===== config.mk =====
export PLATFORM = sky130hd
export DESIGN_NAME = control_juego
export DESIGN_NICKNAME = d
export VERILOG_FILES = /design/src/rtl/juego_pkg.sv /design/src/rtl/control_juego_detector_flanco.sv /design/src/rtl/control_juego.sv
export SDC_FILE = /design/constraint.sdc
export NUM_CORES = 1
export LEC_CHECK = 0
export BUFFER_PORTS_ARGS = -buffer_cell sky130_fd_sc_hd__buf_2
export CORE_UTILIZATION = 60
export DETAILED_ROUTE_END_ITERATION = 8
export PLACE_DENSITY_LB_ADDON = 0.08
export SLEW_MARGIN = 20
export SYNTH_ARGS = -nofsm -noshare
export SYNTH_HDL_FRONTEND = slang
export SYNTH_SLANG_ARGS = --single-unit

===== constraint.sdc =====
create_clock -name clk -period 3.3 [get_ports clk]
set_input_delay 0 -clock clk [delete_from_list [all_inputs] [get_ports clk]]
set_output_delay 0 -clock clk [all_outputs]
set_load 0.05 [all_outputs]

===== src/rtl/juego_pkg.sv =====
// Shared constants for the hero-runner game: sequencer states, outcome codes
// and the obstacle type that marks a bonus.
package juego_pkg;

   typedef enum logic [2:0] {
      OFF  = 3'd0,
      WLCM = 3'd1,
      CH   = 3'd2,
      GAME = 3'd3,
      WL   = 3'd4,
      PA   = 3'd5
   } estado_t;

   localparam logic [1:0] WL_JUEGA  = 2'b00;
   localparam logic [1:0] WL_PIERDE = 2'b01;
   localparam logic [1:0] WL_GANA   = 2'b10;

   localparam int BONO_ID = 16;

endpackage


===== src/rtl/control_juego_detector_flanco.sv =====
// Registered rising-edge detector: a one-cycle pulse per low-to-high
// transition on each bit; a held level never repeats.
module detector_flanco #(
   parameter int W = 1
) (
   input  logic         clk,
   input  logic         rst,
   input  logic [W-1:0] sig_i,
   output logic [W-1:0] flanco_o
);

   logic [W-1:0] prev_q;
   logic [W-1:0] flanco_q;

   always_ff @(posedge clk) begin
      if (rst) begin
         prev_q   <= '0;
         flanco_q <= '0;
      end else begin
         prev_q   <= sig_i;
         flanco_q <= sig_i & ~prev_q;
      end
   end

   assign flanco_o = flanco_q;

endmodule


===== src/rtl/control_juego.sv =====
// Game sequencer: state register, lives, character select, invulnerability
// window, collision and bonus detection on each obstacle tick.
module control_juego #(
   parameter int WLCM_CYC  = 27_000_000,
   parameter int WL_CYC    = 135_000_000,
   parameter int VIDAS_INI = 3,
   parameter int NUM_PJ    = 3,
   parameter int INV_TICKS = 4,
   parameter int BONO_ID   = juego_pkg::BONO_ID
) (
   input  logic       clk,
   input  logic       rst,
   input  logic       btn_on,
   input  logic       btn_ok,
   input  logic       btn_pausa,
   input  logic       btn_izq,
   input  logic       btn_der,
   input  logic       clk_obstaculos,
   input  logic [6:0] obs_col,
   input  logic [6:0] heroe_seg,
   input  logic [4:0] tipo_obs,
   input  logic [1:0] mundo,
   output logic [2:0] presente,
   output logic [1:0] W_or_L,
   output logic       bono_tomado,
   output logic [1:0] personaje,
   output logic [1:0] vidas
);

   import juego_pkg::*;

   localparam int TW = $clog2(WL_CYC);
   localparam int IW = $clog2(INV_TICKS + 1);
   localparam logic [TW-1:0] WLCM_FIN = TW'(WLCM_CYC - 1);
   localparam logic [TW-1:0] WL_FIN   = TW'(WL_CYC - 1);
   localparam logic [TW-1:0] TIM_UNO  = TW'(1);
   localparam logic [IW-1:0] INV_INI  = IW'(INV_TICKS);
   localparam logic [IW-1:0] INV_UNO  = IW'(1);
   localparam logic [1:0]    PJ_MAX   = 2'(NUM_PJ - 1);
   localparam logic [1:0]    VID_INI  = 2'(VIDAS_INI);
   localparam logic [4:0]    BONO     = 5'(BONO_ID);

   estado_t       state_q, state_d;
   logic [1:0]    wl_q, wl_d;
   logic [1:0]    pj_q, pj_d;
   logic [1:0]    vidas_q, vidas_d;
   logic          bono_q, bono_d;
   logic [IW-1:0] inv_q, inv_d;
   logic [TW-1:0] timer_q, timer_d;
   logic          obs_sync_q;

   logic [4:0] btn_e;
   logic       tick;
   logic       on_e, ok_e, pausa_e, izq_e, der_e;
   logic       choque, bono_ok;

   detector_flanco #(.W(5)) u_botones (
      .clk      (clk),
      .rst      (rst),
      .sig_i    ({btn_der, btn_izq, btn_pausa, btn_ok, btn_on}),
      .flanco_o (btn_e)
   );

   // First flop of the two-flop tick sample; the detector holds the second.
   always_ff @(posedge clk) begin
      if (rst) obs_sync_q <= 1'b0;
      else     obs_sync_q <= clk_obstaculos;
   end

   detector_flanco #(.W(1)) u_tick (
      .clk      (clk),
      .rst      (rst),
      .sig_i    (obs_sync_q),
      .flanco_o (tick)
   );

   assign {der_e, izq_e, pausa_e, ok_e, on_e} = btn_e;
   assign choque  = (obs_col & heroe_seg) != 7'd0;
   assign bono_ok = (tipo_obs == BONO) && (obs_col != 7'd0);

   always_ff @(posedge clk) begin
      if (rst) begin
         state_q <= OFF;
         wl_q    <= WL_JUEGA;
         pj_q    <= 2'd0;
         vidas_q <= 2'd0;
         bono_q  <= 1'b0;
         inv_q   <= '0;
         timer_q <= '0;
      end else begin
         state_q <= state_d;
         wl_q    <= wl_d;
         pj_q    <= pj_d;
         vidas_q <= vidas_d;
         bono_q  <= bono_d;
         inv_q   <= inv_d;
         timer_q <= timer_d;
      end
   end

   always_comb begin
      state_d = state_q;
      wl_d    = wl_q;
      pj_d    = pj_q;
      vidas_d = vidas_q;
      inv_d   = inv_q;
      bono_d  = 1'b0;
      if (state_q != OFF && on_e) begin
         state_d = OFF;
         wl_d    = WL_JUEGA;
         pj_d    = 2'd0;
         vidas_d = 2'd0;
         inv_d   = '0;
      end else begin
         case (state_q)
            OFF:  if (on_e) state_d = WLCM;
            WLCM: if (timer_q == WLCM_FIN || ok_e) state_d = CH;
            CH: begin
               if (der_e)      pj_d = (pj_q == PJ_MAX) ? 2'd0 : pj_q + 2'd1;
               else if (izq_e) pj_d = (pj_q == 2'd0) ? PJ_MAX : pj_q - 2'd1;
               if (ok_e) begin
                  state_d = GAME;
                  vidas_d = VID_INI;
                  wl_d    = WL_JUEGA;
                  inv_d   = '0;
               end
            end
            GAME: begin
               if (mundo == 2'd3) begin
                  wl_d    = WL_GANA;
                  state_d = WL;
               end else if (pausa_e) begin
                  state_d = PA;
               end else if (tick) begin
                  if (inv_q != '0) inv_d = inv_q - INV_UNO;
                  // A hit reloads the window instead of decrementing it.
                  if (choque && inv_q == '0) begin
                     if (vidas_q == 2'd1) begin
                        vidas_d = 2'd0;
                        wl_d    = WL_PIERDE;
                        state_d = WL;
                     end else begin
                        vidas_d = vidas_q - 2'd1;
                        inv_d   = INV_INI;
                     end
                  end else if (bono_ok && !choque) begin
                     bono_d = 1'b1;
                  end
               end
            end
            PA: if (pausa_e) state_d = GAME;
            WL: begin
               if (timer_q == WL_FIN || ok_e) begin
                  state_d = WLCM;
                  wl_d    = WL_JUEGA;
                  vidas_d = 2'd0;
               end
            end
            default: state_d = OFF;
         endcase
      end
      timer_d = (state_d != state_q) ? '0 : timer_q + TIM_UNO;
   end

   assign presente    = state_q;
   assign W_or_L      = wl_q;
   assign bono_tomado = bono_q;
   assign personaje   = pj_q;
   assign vidas       = vidas_q;

endmodule

==> results.yml, run 1 <==
floorplan:
  initial_core_util_pct: 62.2
  boundaryPins: 39
  core_um2: 4720
  placementRows: 25
  dieArea_um2: 5180
  die_h_um: 72.0
  die-width_um: 72.0
setup_path:
  required_ns: 3.53
  path_class: "reg2reg"
  cp_max_fo: 28
  start_kind: "flop"
  cp-startpoint: "presente[2]$_SDFF_PP0_"
  worstPathArrival_ns: 2.71
  end_kind: "flop"
  timing.rr.start: "presente[2]$_SDFF_PP0_"
run_status:
  status: "completed"
finish:
  final.fill_count: 390
  drive_above_1_share_pct: 20.9
  syn_to_final_growth_pct: 13.0
  multi_input_area_um2: 1690
  antenna_cells: 0
  fin_area_um2: 3320
  post-route-util_pct: 70.3
  final_nets: 403
  instances_no_fill: 435
  regArea_um2: 1080
yosys:
  synth_cells: 324
  synth_cell_types: 58
  yosysTopAreaCellShare_pct: 36.8
  ys_ff_latch: 54
  synth_edf_count: 0
  syn_nets: 360
  ys_seq_area_share_pct: 36.8
  syn_area_um2: 2940
  yosysWarnings: 0
  synth_area_per_cell_um2: 9.06
  async_flop_share_pct: 0
  synth_area_leader_cell: "dfxtp_1"
  synth_top_cells_by_area: "dfxtp_1, nor3_2, xor2_1"
  synth_ff_type: "dfxtp_1"
timing:
  setup_tns_ns: 0
  hold_violations: 0
  rsz0062_at_grt: "no"
  slew_headroom_pct: 62.1
  setup_ws_ns: 0.819
  setup_violations: 0
  finalClockSkew_ns: 0.00787
  final_max_slew_viol_count: 0
  finalCritPeriodShare_pct: 75.2
  fin_crit_ns: 2.48
  tightest_slew_ns: 0.568
  max_freq_mhz: 403
clocking:
  ctsHtreeMaxLevel: 2
  numCtsBuffers: 5
  cts_root_buffer: "clkbuf_8"
  cts_tree: "yes"
  clock_sinks: 54
  path_clk_slew_ns: 0.10
  cts_resized: 0
  clk_latency_ns: 0.31
  clk_path_buf_depth: 2
route:
  vias_per_cell: 5.73
  vias: 2491
  post_drt_wl_per_cell_um: 13.9
  drt_iter0_drc: 219
  dr.pass1.iters: 5
  drc: 0
  wirelength_mm: 6.04
  antenna_left: 0
power:
  switching_share_pct: 25.6
  leakage_nw: 1.20
  p_per_area_nw_per_um2: 359
  p_sw_w: 0.000305
  p_int_w: 0.000887
  pwr-share-comb_pct: 9.8
  clkPwrFrac_pct: 33.2
  ir_worst_vdd_uv: 283
  seqPwrFrac_pct: 57.0
place:
  dpl_cell_area_um2: 3130
  routabilityCongestion: 0.920
  dp_hpwl_mm: 4.19
  io_buffer_count: 38
  dp_cells: 418
  post-place-ws_ns: 0.863
min_path:
  hp-class: "in2reg"
  min_from: "rst"
flow_run:
  cap_viol_max_count: 0
global_routing:
  grt_max_degree: 29
  grt_pass1_wl_mm: 10.1
  grtUsageTotal_pct: 24.3
  grt_pass1_vias: 2232
  grt.overflow.total: 0
  grt_antenna_before_repair: 0
-- per-layer routing --
layer | routed length (um) | vias up | share of wire, % | GRT usage [%]
met4 | 63 | 0 | 1.0 | 8.28
met1 | 2870 | 1153 | 48 | 33.9
met5 | 0 | - | 0 | 0
met3 | 260 | 6 | 4.3 | 4.72
li1 | - | 1260 | - | -
met2 | 2840 | 72 | 47 | 37.9
-- power groups by stage --
stage,combinational (W),sequential [W],clock (W)
finish,0.000117,0.000679,0.000396
global route,0.000127,0.000681,0.000427
CTS,0.000116,0.000679,0.000407
detailed placement,0.000108,0.000694,0
global placement,0.000107,0.000693,0
floorplan,0.0000842,0.000692,0
-- worst max-delay path, cell delays in order (launching register included) --
cell and delay (ns):
dfxtp_1 0.64, mux2_2 0.39, a31oi_1 0.18, nor2_1 0.08, or4_1 0.47, a21o_1 0.16, buf_4 0.24, nor3_1 0.21
-- cell usage in the layout, fill, tap and decap left out, types with 6 or more instances in the layout --
| cell | instances |
|---|---|
| nor2b_1 | 17 |
| nand3_1 | 13 |
| dfxtp_1 | 54 |
| o21ai_0 | 6 |
| clkbuf_8 | 6 |
| nand4_1 | 11 |
| nor4_1 | 10 |
| nand2_1 | 19 |
| nor3_1 | 15 |
| nor3_2 | 20 |
| inv_1 | 15 |
| xor2_1 | 14 |
| buf_2 | 38 |
| nor2_1 | 14 |
| ha_1 | 7 |
| dlygate4sd3_1 | 9 |
| xnor2_1 | 13 |
| a21oi_1 | 13 |
-- stage by stage --
stage	power (W)	hold slack (ns)
2_1_floorplan	0.000776	0.128
3_5_place_dp	0.000802	0.224
4_1_cts	0.00120	0.00540
5_1_grt	0.00124	0.0267
6_report	0.00119	0.0183
3_3_place_gp	0.000801	0.214
-- flip-flops by register name (all words and copies together) (netlist names) --
| name | cells |
|---|---|
| W_or_L | 2 |
| bono_tomado | 1 |
| inv_q | 3 |
| obs_sync_q | 1 |
| personaje | 2 |
| presente | 3 |
| timer_q | 28 |
| u_botones.flanco_o | 5 |
| u_botones.prev_q | 5 |
| u_tick.flanco_o | 1 |
| u_tick.prev_q | 1 |
| vidas | 2 |
-- logic make-up after synthesis --
| group | Yosys count | share of synthesized area [%] |
|---|---|---|
| simple gates | 151 | 32.3 |
| flops | 54 | 36.8 |
| compound gates | 53 | 13.5 |
| buf+inv | 30 | 5.54 |
| xor+xnor | 27 | 8.05 |
| fa+ha+maj | 7 | 2.98 |
| mux | 2 | 0.724 |
-- cells in the mapped netlist (2+ instances only) --
master	instances
nor3b_1	5
o21a_1	4
o21ai_0	6
a21oi_1	13
buf_4	2
ha_1	7
inv_1	15
and4_1	5
nand3_1	13
nor2b_1	17
nand2_1	19
o221ai_1	2
xnor2_1	13
and4b_1	2
xor2_1	14
nor3_2	20
nand4_1	11
or3_1	2
and3_1	4
and2_1	2
nor4_1	10
nor3_1	15
buf_2	2
buf_12	2
clkbuf_1	8
nor2_1	14
o21bai_1	2
a31oi_1	2
nand2b_1	3
o211ai_1	3
o21ai_1	2
nand3b_1	2
a22oi_1	2
dfxtp_1	54
a211oi_1	4
-- path summary, 6_finish.rpt --
check                                                         to  slack, ns  cells past startpoint
worst max register to register            timer_q[24]$_SDFF_PP0_       0.82                      7
worst min-delay path              u_botones.prev_q[1]$_SDFF_PP0_       0.02                      2
worst min register to register  u_botones.flanco_o[2]$_SDFF_PP0_       0.39                      1
worst max-delay path                      timer_q[24]$_SDFF_PP0_       0.82                      7
-- cell type report --
class / count / share of cell area [%]
clock buffer: 7 / 2.60
clock inverter: 1 / 0.264
inverter: 15 / 1.70
multi-input combinational: 240 / 51.0
sequential: 54 / 32.6
tap: 67 / 2.53
timing repair buffer: 51 / 9.35
-- timing repair --
item | CTS | global route
hold endpoints to repair | 7 | 0
endpoints found under the setup margin | 0 | 0
buffers inserted | 0 | 0
hold buffers | 9 | 0
No activity file was read; power rests on OpenSTA's default activity.
==> run 2: changes to the inputs <==
Settings changed: CORE_UTILIZATION 60 to 57.
Clock period 3.3 ns to 2.37 ns, I/O delays scaled along.
==> results.yml, run 2 (synthesis results as in run 1) <==
route:
  antenna_left: 0
  drc: 0
  drt_iter0_drc: 168
  vias_per_cell: 5.61
  dr.pass1.iters: 4
  wirelength_mm: 5.83
  vias: 2464
  post_drt_wl_per_cell_um: 13.3
global_routing:
  grt_antenna_before_repair: 0
  grt_pass1_wl_mm: 9.43
  grt_max_degree: 29
  grt.overflow.total: 0
  grt_pass1_vias: 2192
  grtUsageTotal_pct: 22.1
setup_path:
  r2r_end: "timer_q[26]$_SDFF_PP0_"
  path_class: "reg2reg"
  cp_max_fo: 28
  timing.rr.start: "inv_q[0]$_SDFFE_PP0P_"
  required_ns: 2.60
  r2r_slack_ns: 0.20
  start_kind: "flop"
  cp-startpoint: "inv_q[0]$_SDFFE_PP0P_"
  reg2reg_depth: 9
  end_kind: "flop"
  worstPathArrival_ns: 2.40
finish:
  mostFrequentLayoutCell: "dfxtp_1"
  final_cell_mix: "dfxtp_1, buf_2, nor3_2"
  regArea_um2: 1080
  final.fill_count: 393
  multi_input_area_um2: 1700
  largest_reg_flops: 28
  syn_to_final_growth_pct: 14.9
  drive_above_1_share_pct: 22.6
  antenna_cells: 0
  final_nets: 407
  top_register: "timer_q"
timing:
  setup_violations: 0
  max_freq_mhz: 460
  rsz0062_at_grt: "no"
  hold_violations: 0
  finalCritPeriodShare_pct: 91.7
  fin_crit_ns: 2.17
  slew_headroom_pct: 63.0
  setup_tns_ns: 0
  final_max_slew_viol_count: 0
  finalClockSkew_ns: 0.00696
  setup_ws_ns: 0.197
  tightest_slew_ns: 0.554
min_path:
  hp-class: "in2reg"
  min_from: "rst"
  holdPathStages: 2
  hold_path_end: "obs_sync_q$_SDFF_PP0_"
power:
  ir_worst_vdd_uv: 414
  p_per_area_nw_per_um2: 480
  leakage_nw: 1.22
place:
  routabilityCongestion: 0.940
  dp_hpwl_mm: 4.15
  io_buffer_count: 38
  post-place-ws_ns: 0.140
run_status:
  status: "completed"
clocking:
  path_clk_slew_ns: 0.10
  ctsHtreeMaxLevel: 2
  clk_latency_ns: 0.30
  clock_sinks: 54
  clk_path_buf_depth: 2
  numCtsBuffers: 5
  cts_tree: "yes"
  cts_root_buffer: "clkbuf_8"
floorplan:
  dieArea_um2: 5440
  initial_core_util_pct: 60.6
  core_um2: 4850
  placementRows: 25
  die-width_um: 73.8
  boundaryPins: 39
  die_h_um: 73.8
flow_run:
  cap_viol_max_count: 0
[run 2: cell count changes in the layout (fill, tap and decap cells not counted)]
cell           before  now
a31oi_2             1    0
a31oi_4             0    1
buf_12              0    2
buf_4               4    7
clkbuf_8            6    5
clkinv_2            0    1
clkinv_4            0    1
dfxtp_1            54   52
dfxtp_2             0    2
dlygate4sd3_1       9    8
inv_6               1    0
[run 2: worst max-delay path by stage]
stage	endpoint	slack [ns]	cells past startpoint
2_1_floorplan	timer_q[10]$_SDFF_PP0_	0.03	9
3_3_place_gp	timer_q[24]$_SDFF_PP0_	0.23	6
3_5_place_dp	timer_q[24]$_SDFF_PP0_	0.14	7
4_1_cts	timer_q[23]$_SDFF_PP0_	0.13	7
5_1_grt	timer_q[23]$_SDFF_PP0_	0.02	9
6_report	timer_q[26]$_SDFF_PP0_	0.20	9
[run 2: worst max-delay path, cell delays in order, from the launching register on]
cell and delay (ns):
dfxtp_1 0.33, inv_1 0.08, ha_1 0.22, nand2b_1 0.11, a31oi_4 0.21, a2111oi_4 0.11, or4_1 0.51, a21o_1 0.20
buf_12 0.18, nor3_1 0.17
[run 2: cell type report]
type	instances	area share [%]
Inverter	15	1.67
Sequential cell	54	32.1
Clock inverter	2	0.408
Tap cell	67	2.48
Multi-Input combinational cell	240	50.4
Clock buffer	6	2.15
Timing Repair Buffer	55	10.8
[run 2: timing repair]
item	CTS	global route
hold buffers	8	0
buffers inserted	0	0
setup endpoints to repair	0	27
resized for setup	0	2
hold endpoints to repair	7	0
[run 2: where the power goes]
group	internal, W	switching [W]
combinational	0.0000784	0.000102
clock	0.000209	0.000288
sequential	0.000925	0.0000181
[run 2: per-stage QoR]
step,hold WS (ns),cells,total power [W],utilization [%],cell area (um2)
after global placement,0.213,423,0.00113,66.0,3200
after global routing,0.0347,439,0.00169,69.6,3370
after detailed placement,0.224,423,0.00113,66.0,3200
after floorplan,0.128,324,0.00108,-,2940
final,0.0268,439,0.00162,69.6,3370
after CTS,0.0252,439,0.00164,69.4,3360
[run 2: layer usage]
metal	vias up	GRT usage, %	wire length [um]	share of wire (%)
met2	55	35.1	2550	44
met3	4	4.12	216	3.7
met1	1142	30.7	3020	52
met4	0	5.56	44	0.75
met5	-	0	0	0
li1	1263	-	-	-
